`src/rtl/ripple_adder16.sv`:
```
// Unsigned WIDTH-bit ripple-carry adder built from an explicit chain of full-adder
// cells, with sum, carry vector, carry-out and zero-extended total registered.
module ripple_adder16 #(
   parameter int unsigned WIDTH = 16
) (
   input  logic               clk,
   input  logic               rst_n,
   input  logic [WIDTH-1:0]   a,
   input  logic [WIDTH-1:0]   b,
   output logic [WIDTH-1:0]   c,
   output logic [WIDTH-1:0]   sum,
   output logic               carry,
   output logic [WIDTH+1:0]   sum_final
);

   localparam int unsigned SFW = WIDTH + 2;

   logic [WIDTH-1:0] sum_d, c_d;
   logic             carry_d;
   logic [SFW-1:0]   sum_final_d;

   logic [WIDTH-1:0] sum_q, c_q;
   logic             carry_q;
   logic [SFW-1:0]   sum_final_q;

   // Each cell owns its carry-out net so the chain is a true per-cell ripple
   for (genvar i = 0; i < WIDTH; i++) begin : g_cell
      logic cin;
      logic prop;
      logic cout;

      if (i == 0) begin : g_lsb
         assign cin = 1'b0;
      end else begin : g_upper
         assign cin = g_cell[i-1].cout;
      end

      assign prop     = a[i] ^ b[i];
      assign sum_d[i] = prop ^ cin;
      assign cout     = (a[i] & b[i]) | (prop & cin);
      assign c_d[i]   = cout;
   end

   assign carry_d     = c_d[WIDTH-1];
   assign sum_final_d = {1'b0, carry_d, sum_d};

   always_ff @(posedge clk or negedge rst_n) begin
      if (!rst_n) begin
         sum_q       <= '0;
         c_q         <= '0;
         carry_q     <= 1'b0;
         sum_final_q <= '0;
      end else begin
         sum_q       <= sum_d;
         c_q         <= c_d;
         carry_q     <= carry_d;
         sum_final_q <= sum_final_d;
      end
   end

   assign sum       = sum_q;
   assign c         = c_q;
   assign carry     = carry_q;
   assign sum_final = sum_final_q;

endmodule

```
`config.mk`:
```
export PLATFORM = sky130hd
export DESIGN_NAME = ripple_adder16
export DESIGN_NICKNAME = d
export VERILOG_FILES = /design/src/rtl/ripple_adder16.sv
export SDC_FILE = /design/constraint.sdc
export NUM_CORES = 1
export LEC_CHECK = 0
export ABC_AREA = 1
export BUFFER_PORTS_ARGS = -buffer_cell sky130_fd_sc_hd__buf_2
export CAP_MARGIN = 20
export CORE_UTILIZATION = 37
export DETAILED_ROUTE_END_ITERATION = 8
export PLACE_DENSITY = 0.86
export SETUP_SLACK_MARGIN = 0.02
export SLEW_MARGIN = 20
export SYNTH_ARGS = -nofsm -noshare
export SYNTH_HDL_FRONTEND = slang
export SYNTH_SLANG_ARGS = --single-unit
```
`constraint.sdc`:
```
create_clock -name clk -period 0.8 [get_ports clk]
set_input_delay 0.04 -clock clk [delete_from_list [all_inputs] [get_ports clk]]
set_output_delay 0.04 -clock clk [all_outputs]
set_load 0.05 [all_outputs]
```
Word level (Yosys, flattened, before mapping)

Cells that the tools add are included.

Bitwise logic cells: 77

Operators with widths:

| operator          | number |
|---|---|
| 1-bit bitwise AND | 31 |
| 1-bit XOR         | 31 |
| 1-bit OR          | 15 |

Flip-flop bits (word level): 50
Input bits: 34
Logic and storage cells: 81

Depth between registers and ports, before layout

Gate-level depths: netlist (run 1).

Word-level depth: 31
Gate-level depth with buffers: 18
Depth with buffers taken out: 18

Worst setup path before layout (run 1)

No wires, ideal clock.

Path kind: input to register
Start: input port a[0]
End: register sum_final_q[15] (netlist: sum_final[15])
Library setup time: 0.136 ns
Arrival time: 6.073 ns
Data required time: 0.664 ns
Setup slack: -5.409 ns
Stages: 18
Path buffers: 0
Cells stage by stage: ha_1 > inv_1 > fa_1 > inv_1 > fa_1 > fa_1 > fa_1 > fa_1 > fa_1 > fa_1 > fa_1 > fa_1 > fa_1 > fa_1 > fa_1 > fa_1 > fa_1 > fa_1

Longest elaborated chain between the ends: 30

Ends and longest elaborated chain:

| item                           | line | RTL |
|---|---|---|
| from (decl)                    | 8    | `input logic [WIDTH-1:0] a,` |
| 1-bit bitwise AND (2 in a row) | 40   | `assign cout = (a[i] & b[i]) \| (prop & cin);` |
| 1-bit OR                       | 40   |  |
| net g_cell[1].cout             | 30   | `logic cout;` |
| 1-bit bitwise AND              | 40   |  |
| 1-bit OR                       | 40   |  |
| net g_cell[2].cout             | 30   |  |
| 1-bit bitwise AND              | 40   |  |
| 1-bit OR                       | 40   |  |
| net g_cell[3].cout             | 30   |  |
| [... 2 more ...]               | n/a  |  |
| net g_cell[4].cout             | 30   |  |
| [... 2 more ...]               | n/a  |  |
| net g_cell[5].cout             | 30   |  |
| [... 2 more ...]               | n/a  |  |
| net g_cell[6].cout             | 30   |  |
| [... 2 more ...]               | n/a  |  |
| net g_cell[7].cout             | 30   |  |
| [... 2 more ...]               | n/a  |  |
| net g_cell[8].cout             | 30   |  |
| [... 2 more ...]               | n/a  |  |
| net g_cell[10].cin             | 28   | `logic cin;` |
| [... 2 more ...]               | n/a  |  |
| net g_cell[10].cout            | 30   |  |
| [... 2 more ...]               | n/a  |  |
| net g_cell[11].cout            | 30   |  |
| [... 2 more ...]               | n/a  |  |
| net g_cell[12].cout            | 30   |  |
| 1-bit bitwise AND              | 40   |  |
| 1-bit OR                       | 40   |  |
| net g_cell[13].cout            | 30   |  |
| 1-bit bitwise AND              | 40   |  |
| 1-bit OR                       | 40   |  |
| net g_cell[14].cout            | 30   |  |
| 1-bit XOR                      | 39   | `assign sum_d[i] = prop ^ cin;` |
| net sum_d[15]                  | 18   | `logic [WIDTH-1:0] sum_d, c_d;` |
| to (signal assigned)           | 57   | `sum_final_q <= sum_final_d;` |
| to (decl)                      | 24   | `logic [SFW-1:0] sum_final_q;` |

The timed path passes the listed nets, and every way through them passes these cells.

Worst setup path in the final report (run 1)

Start: input port a[0]
End: register sum_final_q[15] (netlist: sum_final[15])

Longest elaborated chain between the ends: 30

Ends and longest elaborated chain:

| item                | line |
|---|---|
| 1-bit bitwise AND   | 40 |
| net g_cell[0].cout  | 30 |
| 1-bit bitwise AND   | 40 |
| 1-bit OR            | 40 |
| net g_cell[1].cout  | 30 |
| 1-bit bitwise AND   | 40 |
| 1-bit OR            | 40 |
| net g_cell[2].cout  | 30 |
| [... 2 more ...]    | n/a |
| net g_cell[3].cout  | 30 |
| [... 2 more ...]    | n/a |
| net g_cell[4].cout  | 30 |
| [... 2 more ...]    | n/a |
| net g_cell[5].cout  | 30 |
| [... 2 more ...]    | n/a |
| net g_cell[6].cout  | 30 |
| [... 2 more ...]    | n/a |
| net g_cell[7].cout  | 30 |
| [... 2 more ...]    | n/a |
| net g_cell[8].cout  | 30 |
| [... 2 more ...]    | n/a |
| net g_cell[10].cin  | 28 |
| [... 2 more ...]    | n/a |
| net g_cell[10].cout | 30 |
| [... 2 more ...]    | n/a |
| net g_cell[11].cout | 30 |
| [... 2 more ...]    | n/a |
| net g_cell[12].cout | 30 |
| 1-bit bitwise AND   | 40 |
| 1-bit OR            | 40 |
| net g_cell[13].cout | 30 |
| 1-bit bitwise AND   | 40 |
| 1-bit OR            | 40 |
| net g_cell[14].cout | 30 |
| 1-bit XOR           | 39 |
| net sum_d[15]       | 18 |

The timed path passes the listed nets, and every way through them passes these cells.

==> results.ini, run 1 <==
[sta]
final.setup.worst_slack_ns = -4.80
fin_crit_sh_pct = 700
maxSlewViolCount = 0
setup_viol_count_final = 78
hold_viol_final = 1
hold_ws_ns = -0.00191
fmax_mhz = 179
rsz0062_at_grt = yes
fin_crit_ns = 5.60

[route]
routed-wl-met3_um = 322
drc_errors = 0
ant_nets = 0
finalWirelength_um = 3230
maxUsedRoutingLayer = met4
avgRoutedWirePerCell_um = 16.2
drt_first_pass_iters = 3
wl_met1_um = 1070
vias = 843
drt-initial-drc-count = 29
routed_via_density = 4.24
met2_wirelength_um = 1740

[logic_synthesis]
synth_compound_area_share_pct = 0
synth_simple_gate_area_share_pct = 0
yosys_warnings = 0
synth_mux_area_share_pct = 0
netlist_instances = 73
synth_area_leaders = dfrtp_1 63%, fa_1 23%, buf_4 11%
synth_top_area_cell = dfrtp_1
synth-seq-area-share_pct = 62.6
netlist_area_um2 = 1280
synth_seq_cells = 32
yosysUniqueCellTypes = 6
avgSynthCellArea_um2 = 17.5
synth_top_family_by_area = adder cells
syn_nets = 123
yosysTopAreaCellShare_pct = 62.6
synth-xor-area-share_pct = 0
synth_fa_ha_area_share_pct = 24.5

[global_route]
overflow = 0
grt_max_degree = 33
antenna_found_initial = 0
grt_pass1_vias = 971
grt_pass1_wl_um = 4570
grt_usage_pct = 18.5

[place]
place_area_um2 = 1700
gp_congestion = 0.646
portBuffers = 83
numPlacedInstances = 182
dpl.hpwl_um = 2010

[cells_and_area]
n_antenna_cell = 0
fillCellCount = 220
final_common_cell = buf_6
area_delta_synth_final_pct = 70.5
drive_above_1_share_pct = 85.2
final_cell_area_um2 = 2180
nets = 204
layout.cells.non_filler = 199
layout_common_cells = 53 x buf_6, 31 x buf_2, 16 x dfrtp_1, 16 x dfrtp_2, 15 x fa_2

[outcome]
status = finished with violations
violations = hold timing, setup timing

[worst_setup_path]
cp-endpoint = sum_final[15]
critPathLaunchType = input pin
crit_type = in -> reg
cp.arrival_ns = 5.86
cp-startpoint = a[0]
end_kind = register
required_ns = 1.07
path_max_fanout = 2

[clock_network]
clockRootBuffer = clkbuf_4
cts_htree_levels = 2
cts.sinks = 32
cts_buffers = 5
cts_tree = built
clk_path_buf_depth = 2
holdBufCountCts = 3
cts.clk_slew.worst_paths_ns = 0.12

[pwr]
p_per_area_nw_per_um2 = 2820
vdd_drop_max_mv = 1.24
leakagePower_nw = 1.02
p_total_mw = 6.16

[flow_run]
drv_cap = 0

[die]
dieHeight_um = 60.8
rows = 20
fp.dieW_um = 60.8
core_um2 = 3150
initial_core_util_pct = 40.6
io_pins = 85
die_area_um2 = 3690

[worst_hold_path]
hold_path_class = in -> reg

sequential cells by signal (all words and copies together) (netlist names):
register and flops:
sum 15, sum_final 2, c 15
report_power, final:
part | internal (mW) | switching (mW)
clock | 0.652 | 0.568
combinational | 1.01 | 1.85
sequential | 1.88 | 0.199
total | 3.54 | 2.62
worst min-delay path by stage:
| stage | from | to | slack, ns | cells after the start |
|---|---|---|---|---|
| global route | b[7] | sum[7] | -0.02 | 2 |
| detailed placement | rst_n | c[2] | 0.007 | 2 |
| floorplan | rst_n | c[0] | -0.26 | 0 |
| finish | b[12] | sum[12] | -0.002 | 2 |
| CTS | b[11] | sum[11] | 0.002 | 2 |
| global placement | rst_n | c[0] | 0.002 | 2 |
worst max-delay path: stages:
cell and delay [ns]:
buf_6 0.10, ha_4 0.15, inv_2 0.05, fa_2 0.19, inv_2 0.05, fa_2 0.36, fa_2 0.37, fa_2 0.37
fa_2 0.37, fa_2 0.36, fa_2 0.37, fa_2 0.37, fa_2 0.36, fa_2 0.36, fa_2 0.36, fa_2 0.36
fa_2 0.36, fa_2 0.36, fa_2 0.53
synthesized netlist by cell type (all sizes together):
library cell  number
fa                15
ha                 1
dfrtp             32
inv                5
buf               19
conb               1
per-layer routing:
| metal | vias up | track usage, % |
|---|---|---|
| met5 | - | 0 |
| met4 | 0 | 11.4 |
| met3 | 10 | 8.32 |
| met2 | 58 | 32.5 |
| met1 | 418 | 17.6 |
| li1 | 357 | - |
per-stage QoR:
stage	utilization (%)	TNS, ns	worst slack [ns]
2_1_floorplan	-	-68.38	-4.76
3_5_place_dp	53.8	-76.15	-5.14
5_1_grt	69.2	-78.24	-4.95
4_1_cts	68.6	-72.98	-4.74
3_3_place_gp	53.8	-74.23	-5.03
6_report	69.2	-74.42	-4.80
what timing repair did:
| action | 4_1_cts | 5_1_grt |
|---|---|---|
| pin swaps | 0 | 0 |
| setup buffers | 4 | 2 |
| endpoints found under the setup margin | 77 | 78 |
| resized for setup | 102 | 1 |
| hold endpoints to repair | 34 | 7 |
area by class of cell:
| cell class | instances | area [um2] | share of cell area, % |
|---|---|---|---|
| repair buffers | 93 | 840 | 38.5 |
| flip-flops and latches | 32 | 821 | 37.6 |
| multi-input cells | 17 | 367 | 16.8 |
| well taps | 44 | 55.1 | 2.52 |
| clock inverters | 3 | 42.5 | 1.95 |
| clock buffers | 5 | 37.5 | 1.72 |
| inverters | 5 | 18.8 | 0.861 |
kinds of logic after synthesis:
group        count (synthesis)
fa+ha+maj                   16
buf+inv                     24
flops                       32
other cells                  1
Note: power is estimated with default switching activity, not from simulation.
==> inputs of run 2 (changes only) <==
CAP_MARGIN = 30   (was 20)
CELL_PAD_IN_SITES_DETAIL_PLACEMENT = 1   (was not set)
CELL_PAD_IN_SITES_GLOBAL_PLACEMENT = 1   (was not set)
CORE_UTILIZATION = 28   (was 37)
PLACE_DENSITY = 0.85   (was 0.86)
==> run 2 against run 1 <==
Compared with the run above:
- the flow finishes with violations (setup timing)
- via count decreased by 0.36%
- sequential power about the same
- count of clock-buffer cells in the layout rose by 1
- wire length shrank 12%
- critical path depth stayed put
- critical path type unchanged
- non-clock buffer count decreased by 2
- fmax is 0.18% lower
- design area rose by 0.92%
==> results.ini, run 2 (synthesis gave the netlist of run 1 again) <==
[sta]
hold_viol_final = 0  ; -1
hold_ws_ns = 0.0667  ; +0.0686 ns
fin_crit_sh_pct = 701  ; +1.3 points
maxSlewViolCount = 0  ; unchanged
setup_viol_count_final = 78  ; unchanged
fin_crit_ns = 5.61  ; +0.0101 ns
tns_ns = -71.40  ; +3.02 ns
fmax_mhz = 178  ; -0.18%
rsz0062_at_grt = yes
final.setup.worst_slack_ns = -4.81  ; -0.0101 ns

[worst_setup_path]
critPathLaunchType = input pin
cp_num_buf_inv = 3  ; unchanged
crit_family = adder cells
crit_chain = buf_6, ha_4, inv_2, fa_2, inv_2, fa_2, fa_2, fa_2, fa_2, fa_2, fa_2, fa_2, fa_2, fa_2, fa_2, fa_2, fa_2, fa_2, fa_2
end_kind = register
cpPeakStageDelay_ns = 0.53  ; about the same
path_max_fanout = 2  ; unchanged
cp.arrival_ns = 5.82  ; -0.04 ns
crit_top_cell = fa_2
crit_slowest_cell = fa_2
required_ns = 1.02  ; -0.05 ns
crit_type = in -> reg

[die]
fp.dieW_um = 69.6  ; +14%
core_um2 = 4380  ; +39%
die_area_um2 = 4840  ; +31%
rows = 24  ; +20%
initial_core_util_pct = 29.2  ; -11 points
io_pins = 85  ; unchanged
dieHeight_um = 69.6  ; +14%

[cells_and_area]
fillCellCount = 432  ; +96%
area_delta_synth_final_pct = 72.1
final_cell_area_um2 = 2200  ; +0.92%
nets = 202  ; -0.98%
n_antenna_cell = 0  ; unchanged
final_common_cell = buf_6
drive_above_1_share_pct = 85.0  ; -0.19 points
layout_common_cells = 53 x buf_6, 31 x buf_2, 16 x dfrtp_1, 16 x dfrtp_2, 15 x fa_2
multi_input_area_um2 = 367  ; unchanged
layout.cells.non_filler = 205  ; +3.0%
seqCellArea_um2 = 821  ; unchanged

[place]
dpl.hpwl_um = 2030  ; +1.1%
portBuffers = 83  ; unchanged
gp_congestion = 0.721  ; +12%
place_area_um2 = 1710  ; +0.59%
numPlacedInstances = 190  ; +4.4%
pre_cts_ws_ns = -5.15  ; -0.00699 ns

[global_route]
grt_pass1_vias = 982  ; +1.1%
grt_pass1_wl_um = 4770  ; +4.4%
grt_max_degree = 33  ; unchanged
antenna_found_initial = 0  ; unchanged
grt_usage_pct = 13.4  ; -5.1 points
overflow = 0  ; unchanged

[route]
vias = 840  ; -0.36%
drc_errors = 0  ; unchanged
drt_first_pass_iters = 4  ; +1
drt-initial-drc-count = 30  ; +3.4%
ant_nets = 0  ; unchanged
finalWirelength_um = 2840  ; -12%
avgRoutedWirePerCell_um = 13.9  ; -15%
routed_via_density = 4.10  ; -3.3%

[flow_run]
drv_cap = 0  ; unchanged

[worst_hold_path]
min-delay-start = b[12]
hold_end = sum[12]
hold_depth = 2  ; unchanged
hold_path_class = in -> reg

[clock_network]
cts_tree = built
cts.sinks = 32  ; unchanged
cts.clk_slew.worst_paths_ns = 0.07  ; -0.05 ns
clockRootBuffer = clkbuf_8
cts_buffers = 5  ; unchanged
clk_path_buf_depth = 2  ; unchanged
cts_htree_levels = 2  ; unchanged

[pwr]
pwr-share-comb_pct = 43.8  ; -2.7 points
sw_frac_of_total_pct = 40.6  ; -2.0 points
p_per_area_nw_per_um2 = 2890  ; +2.5%
vdd_drop_max_mv = 1.29  ; +3.8%
p_switching_mw = 2.59  ; -1.3%
leakagePower_nw = 1.03  ; +0.41%
pwr-share-clk_pct = 23.7  ; +3.9 points
intPower_mw = 3.78  ; +7.0%
power_frac_seq_pct = 32.5  ; -1.2 points

[outcome]
violations = setup timing
status = finished with violations

==> run 2: layout make-up <==
cell class / count / share of cell area [%]
sequential: 32 / 37.3
multi-input combinational: 17 / 16.7
timing repair buffer: 91 / 37.4
inverter: 5 / 0.853
clock buffer: 6 / 3.30
clock inverter: 2 / 1.59
tap: 52 / 2.96
==> run 2: how the worst max path moves through the flow <==
| stage | startpoint | end | slack (ns) | cells after the start |
|---|---|---|---|---|
| global placement | a[0] | sum_final[15] | -5.08 | 19 |
| detailed placement | a[0] | sum_final[15] | -5.15 | 19 |
| CTS | a[0] | sum_final[15] | -4.82 | 19 |
| global route | a[0] | sum_final[15] | -5.00 | 19 |
| floorplan | a[0] | sum_final[15] | -4.76 | 18 |
| finish | a[0] | sum_final[15] | -4.81 | 19 |
==> run 2: routing by layer <==
layer / track usage (%) / wire length (um) / part of all wire (%)
met1: 13.0 / 881 / 31
met2: 24.9 / 1700 / 60
met3: 5.67 / 219 / 7.7
met4: 4.76 / 44 / 1.5
met5: 0 / 0 / 0
==> run 2: metrics by stage <==
stage	utilization (%)	power, mW
6_report	50.2	6.37
5_1_grt	50.2	6.65
4_1_cts	49.6	6.42
3_5_place_dp	38.9	4.27
3_3_place_gp	38.9	4.21
2_1_floorplan	-	4.00
==> run 2: repair_timing <==
item / 4_1_cts / 5_1_grt
setup buffers: 2 / 3
endpoints found under the setup margin: 78 / 78
gates cloned: 0 / 0
gates resized for setup: 102 / 1
hold buffers: 2 / 0
hold endpoints to repair: 33 / 0
==> run 2: power groups by stage <==
stage	Combinational, mW	Sequential (mW)	Clock, mW
5_1_grt	2.92	2.10	1.64
4_1_cts	2.78	2.07	1.57
2_1_floorplan	1.12	2.88	0
3_3_place_gp	2.23	1.98	0
3_5_place_dp	2.27	1.99	0
6_report	2.79	2.07	1.51
